==> config.mk <==
export PLATFORM = sky130hd
export DESIGN_NAME = instruction_fetch_unit
export DESIGN_NICKNAME = d
export VERILOG_FILES = /design/src/rtl/instruction_fetch_unit.sv
export SDC_FILE = /design/constraint.sdc
export NUM_CORES = 1
export LEC_CHECK = 0
export BUFFER_PORTS_ARGS = -buffer_cell sky130_fd_sc_hd__buf_4
export CORE_ASPECT_RATIO = 0.5
export CORE_MARGIN = 10
export CORE_UTILIZATION = 35
export CTS_CLUSTER_DIAMETER = 30
export CTS_CLUSTER_SIZE = 28
export DETAILED_ROUTE_END_ITERATION = 12
export PLACE_DENSITY_LB_ADDON = 0.12
export SYNTH_ARGS = -nofsm -noshare
export SYNTH_HDL_FRONTEND = slang
export SYNTH_SLANG_ARGS = --single-unit
==> constraint.sdc <==
create_clock -name clock -period 2 [get_ports clock]
set_input_delay 0.3 -clock clock [delete_from_list [all_inputs] [get_ports clock]]
set_output_delay 0.3 -clock clock [all_outputs]
set_load 0.05 [all_outputs]
==> src/rtl/instruction_fetch_unit.sv <==
// Fetch stage: owns the fetch PC, drives instruction memory via req/ack and
// delivers {instr, pc, valid} to IF/ID with stall (hold) and redirect support.
module instruction_fetch_unit #(
    parameter int unsigned PC_WIDTH    = 8,
    parameter int unsigned INSTR_WIDTH = 32,
    parameter int unsigned RESET_PC    = 0,
    parameter int unsigned PC_STEP     = 4
) (
    input  logic                   clock,
    input  logic                   reset_n,
    output logic                   imem_req,
    output logic [PC_WIDTH-1:0]    imem_addr,
    input  logic                   imem_ack,
    input  logic [INSTR_WIDTH-1:0] imem_rdata,
    input  logic                   stall,
    input  logic                   redirect,
    input  logic [PC_WIDTH-1:0]    redirect_pc,
    output logic [INSTR_WIDTH-1:0] fetch_instr,
    output logic [PC_WIDTH-1:0]    fetch_pc,
    output logic                   fetch_valid
);

    localparam logic [PC_WIDTH-1:0] RST_PC = PC_WIDTH'(RESET_PC);
    localparam logic [PC_WIDTH-1:0] STEP   = PC_WIDTH'(PC_STEP);

    typedef enum logic [1:0] {
        S_FETCH = 2'd0,
        S_HOLD  = 2'd1,
        S_DRAIN = 2'd2
    } state_t;

    state_t                   r_state;
    logic [PC_WIDTH-1:0]      r_pc;
    logic [PC_WIDTH-1:0]      r_req_addr;
    logic [INSTR_WIDTH-1:0]   r_skid_instr;
    logic [PC_WIDTH-1:0]      r_skid_pc;
    logic [INSTR_WIDTH-1:0]   r_fetch_instr;
    logic [PC_WIDTH-1:0]      r_fetch_pc;
    logic                     r_fetch_valid;
    logic [PC_WIDTH-1:0]      w_next_addr;
    logic                     w_req;

    // Sequential address wraps modulo 2^PC_WIDTH.
    assign w_next_addr = r_req_addr + STEP;
    assign w_req       = (r_state != S_HOLD);

    assign imem_req    = w_req;
    assign imem_addr   = r_req_addr;
    assign fetch_instr = r_fetch_instr;
    assign fetch_pc    = r_fetch_pc;
    assign fetch_valid = r_fetch_valid;

    // Priority in every state: redirect > ack > stall.
    always_ff @(posedge clock or negedge reset_n) begin
        if (!reset_n) begin
            r_state       <= S_FETCH;
            r_pc          <= RST_PC;
            r_req_addr    <= RST_PC;
            r_skid_instr  <= '0;
            r_skid_pc     <= '0;
            r_fetch_instr <= '0;
            r_fetch_pc    <= '0;
            r_fetch_valid <= 1'b0;
        end else begin
            case (r_state)
                S_FETCH: begin
                    if (redirect) begin
                        r_fetch_valid <= 1'b0;
                        r_pc          <= redirect_pc;
                        if (imem_ack) begin
                            r_req_addr <= redirect_pc;
                        end else begin
                            r_state <= S_DRAIN;
                        end
                    end else if (imem_ack) begin
                        r_pc <= w_next_addr;
                        if (!stall) begin
                            r_fetch_instr <= imem_rdata;
                            r_fetch_pc    <= r_req_addr;
                            r_fetch_valid <= 1'b1;
                            r_req_addr    <= w_next_addr;
                        end else begin
                            r_skid_instr <= imem_rdata;
                            r_skid_pc    <= r_req_addr;
                            r_state      <= S_HOLD;
                        end
                    end else if (!stall) begin
                        r_fetch_valid <= 1'b0;
                    end
                end
                S_HOLD: begin
                    if (redirect) begin
                        r_fetch_valid <= 1'b0;
                        r_pc          <= redirect_pc;
                        r_req_addr    <= redirect_pc;
                        r_state       <= S_FETCH;
                    end else if (!stall) begin
                        r_fetch_instr <= r_skid_instr;
                        r_fetch_pc    <= r_skid_pc;
                        r_fetch_valid <= 1'b1;
                        r_req_addr    <= r_pc;
                        r_state       <= S_FETCH;
                    end
                end
                S_DRAIN: begin
                    // Old request must complete; its data is discarded, latest redirect wins.
                    if (redirect) begin
                        r_pc <= redirect_pc;
                    end
                    if (imem_ack) begin
                        r_req_addr <= redirect ? redirect_pc : r_pc;
                        r_state    <= S_FETCH;
                    end
                end
                default: begin
                    r_state <= S_FETCH;
                end
            endcase
        end
    end

endmodule

==> flow_summary.ini <==
[clock_tree]
root_buffer = clkbuf_16
cts_buffer_depth = 2
cts_buffers = 9
path_clk_slew_ns = 0.08
clkLatencyLatePin_ns = 0.34
cts_tree = built
cts_sinks = 99
h-tree-depth = 3

[global_route]
overflow = 0
grt_pass1_vias = 3374
grtUsageTotal_pct = 12.0
grt_pass1_wl_um = 17900
top_usage_layer = met2
grt_use_met2_pct = 18.0
grt_max_degree = 81
antenna_found_initial = 0
met1_usage_pct = 16.6
use_met3_pct = 3.27

[placed_design]
place_ws_ns = 0.0653
hpwl_um = 7610
io_buffers = 94
routabilityCongestion = 0.757
dpl_cell_area_um2 = 5490

[run_status]
outcome = completed

[sta]
max_freq_mhz = 523
hold_violations = 0
fin_skew_ns = 0.00687
tns_ns = 0
relSlewSlack_pct = 66.9
setup_viol = 0
final_max_slew_viol_count = 0
period_share_pct = 95.6
min_period_ns = 1.91
rsz0062_at_grt = yes
holdWs_ns = 0.191
tightest_slew_ns = 0.496
setup_ws_ns = 0.0872

[setup_path]
crit_chain = inv_1, ha_2, nor2_1, a2111oi_4, buf_4, buf_12, nor2_1, a21oi_1
cp_common_cell = nor2_1
cp-end-kind = flop
cp_max_fo = 40
critical_path.slowest_cell = dfrtp_1
crit_arrival_ns = 2.19
path_class = flop to flop
max_stage_delay_ns = 0.38
start_kind = flop
path_buf_inv = 3
cp.required_ns = 2.28
cp_top_family = buffers and inverters

[route]
routed_wl_um = 11500
drt_pass1_iterations = 4
drtAntennaViolNets = 0
via_per_inst = 4.96
dr.first_iter.drc_count = 179
drc = 0
wire_per_inst_um = 17.3
dr_total_vias = 3310

[cells_and_area]
regArea_um2 = 2480
final_area_um2 = 5840
fillers = 1205
multiInputGateArea_um2 = 1930
layout.nets = 543
syn2layout_area_growth_pct = 29.0
drive_gt1_share_pct = 34.8
antenna_cells = 0

[power_and_ir_drop]
p_comb_share_pct = 53.5
p_sw_share_pct = 46.1
clock_power_share_pct = 14.7
p_int_mw = 6.24
peakVddDrop_mv = 0.822
power_density_nw_per_um2 = 1980
p_leak_nw = 2.59
switchingPower_mw = 5.33
totalPowerFinal_mw = 11.6
p_seq_share_pct = 31.8

[die]
rows = 29
dieWidth_um = 181
die_area_um2 = 18200
start_util_pct = 35.7
core_um2 = 12700
fp.dieH_um = 100
io_pins = 95

[logic_synthesis]
synth_area_per_cell_um2 = 11.5
ys_top_cells_by_area = dfrtp_1 (55%), mux2_2 (11%), mux2i_1 (9.3%), a21oi_1 (4.9%), nor2_1 (3.9%)
synth_nets = 446
yosys.area.top_type_share_pct = 54.7
synth_cell_types = 39
ys_ff_latch = 99
synthCells = 395
ys_warn_count = 0
synth.yosys.seq_area_share_pct = 54.7
netlist_area_um2 = 4530
synth_top_area_cell = dfrtp_1

[worst_hold_path]
min_path_type = primary input to flop

[job]
maxCapViolations = 0
[worst register-to-register path: stages (launching register included)]
cell	delay [ns]
dfrtp_1	0.38
inv_1	0.14
ha_2	0.25
nor2_1	0.11
a2111oi_4	0.35
buf_4	0.21
buf_12	0.23
nor2_1	0.07
a21oi_1	0.11
[power groups by stage]
stage | logic [mW] | clock network [mW] | registers, mW
3_5_place_dp | 6.04 | 0 | 3.71
5_1_grt | 6.71 | 1.84 | 3.82
6_report | 6.19 | 1.70 | 3.68
3_3_place_gp | 5.97 | 0 | 3.70
4_1_cts | 6.04 | 1.77 | 3.68
2_1_floorplan | 2.66 | 0 | 5.25
[metrics by stage]
stage | instances | util, %
6_report | 667 | 46.1
5_1_grt | 667 | 46.1
4_1_cts | 664 | 45.7
3_5_place_dp | 647 | 43.4
3_3_place_gp | 647 | 43.4
2_1_floorplan | 395 | -
[cell usage in the layout, fill, tap and decap left out, types with 2 or more instances in the layout]
cell and count:
o21ai_0 10, nand3_1 4, buf_4 103, xnor2_1 2, ha_2 3, nor2b_1 3
o211ai_1 4, nand2b_1 3, inv_1 8, a22oi_1 4, nand2_1 14, nor2_1 47
and2_1 3, nand4_1 4, clkinv_4 2, o2bb2ai_1 4, mux2i_1 42, and3_1 5
buf_12 4, dfrtp_1 99, clkbuf_16 10, ha_1 3, inv_8 2, a2bb2oi_1 3
nor3_1 2, mux2_2 43, a21oi_1 44
[flip-flops by register name, indices dropped and copies added (netlist names)]
name / cells
fetch_pc: 8
r_pc: 8
r_skid_pc: 8
imem_addr: 8
r_state: 2
fetch_instr: 32
fetch_valid: 1
r_skid_instr: 32
[cells by family (layout without fill, tap and decap cells)]
family,count (synthesis),after routing,synth area share (%)
flip-flops,99,99,54.7
AND/OR/NAND/NOR,88,88,8.63
multiplexers,85,85,20.0
AO/OA/AOI/OAI,82,82,11.5
buffers and inverters,32,134,2.90
adder cells (fa/ha/maj),6,6,1.66
XOR/XNOR,3,3,0.581
[path summary, 6_finish.rpt]
kind / start / to / slack, ns / cells after the start
min in group asynchronous: reset_n / r_skid_instr[19] / 0.43 / 2
hold / removal: imem_rdata[24] / r_skid_instr[24] / 0.19 / 2
max in group asynchronous: reset_n / fetch_instr[29] / 0.98 / 3
setup / recovery: r_state[1] / fetch_instr[21] / 0.09 / 8
hold reg to reg: r_skid_pc[2] / r_skid_pc[2] / 0.49 / 2
setup reg to reg: r_state[1] / fetch_instr[21] / 0.09 / 8
[final cells by class]
type	count	area share (%)
Clock buffer	10	3.92
Clock inverter	6	0.964
Inverter	8	0.514
Multi-Input combinational cell	264	33.0
Sequential cell	99	42.4
Tap cell	170	3.64
Timing Repair Buffer	110	15.5
[synth_stat cells, drive strengths merged]
cell	n
nand2b	3
nand2	14
xor2	1
a221oi	1
a21o	1
nand3b	1
o211ai	4
or2	1
nor2b	3
nand4	4
ha	6
o31ai	1
o21a	1
o2bb2ai	4
a22oi	4
xnor2	2
nor2	47
nor3	2
o21ai	10
a2111oi	1
mux2i	42
nand3	5
a222oi	1
buf	9
a21oi	44
mux2	43
a32o	1
clkbuf	15
o22a	1
o31a	1
a211oi	1
inv	8
and3	5
dfrtp	99
and2	3
a31oi	1
a2bb2oi	3
o22ai	2
[what timing repair did]
action,in CTS,in global routing
setup endpoints to repair,0,47
hold buffers,1,0
endpoints found under the hold margin,28,0
setup buffers,0,1
resized for setup,0,7
[metal layers]
layer,routed length (µm),vias up
li1,-,1594
met1,5820,1644
met2,5160,63
met3,428,9
met4,112,0
met5,0,-
(Power assumes the default switching activity.)
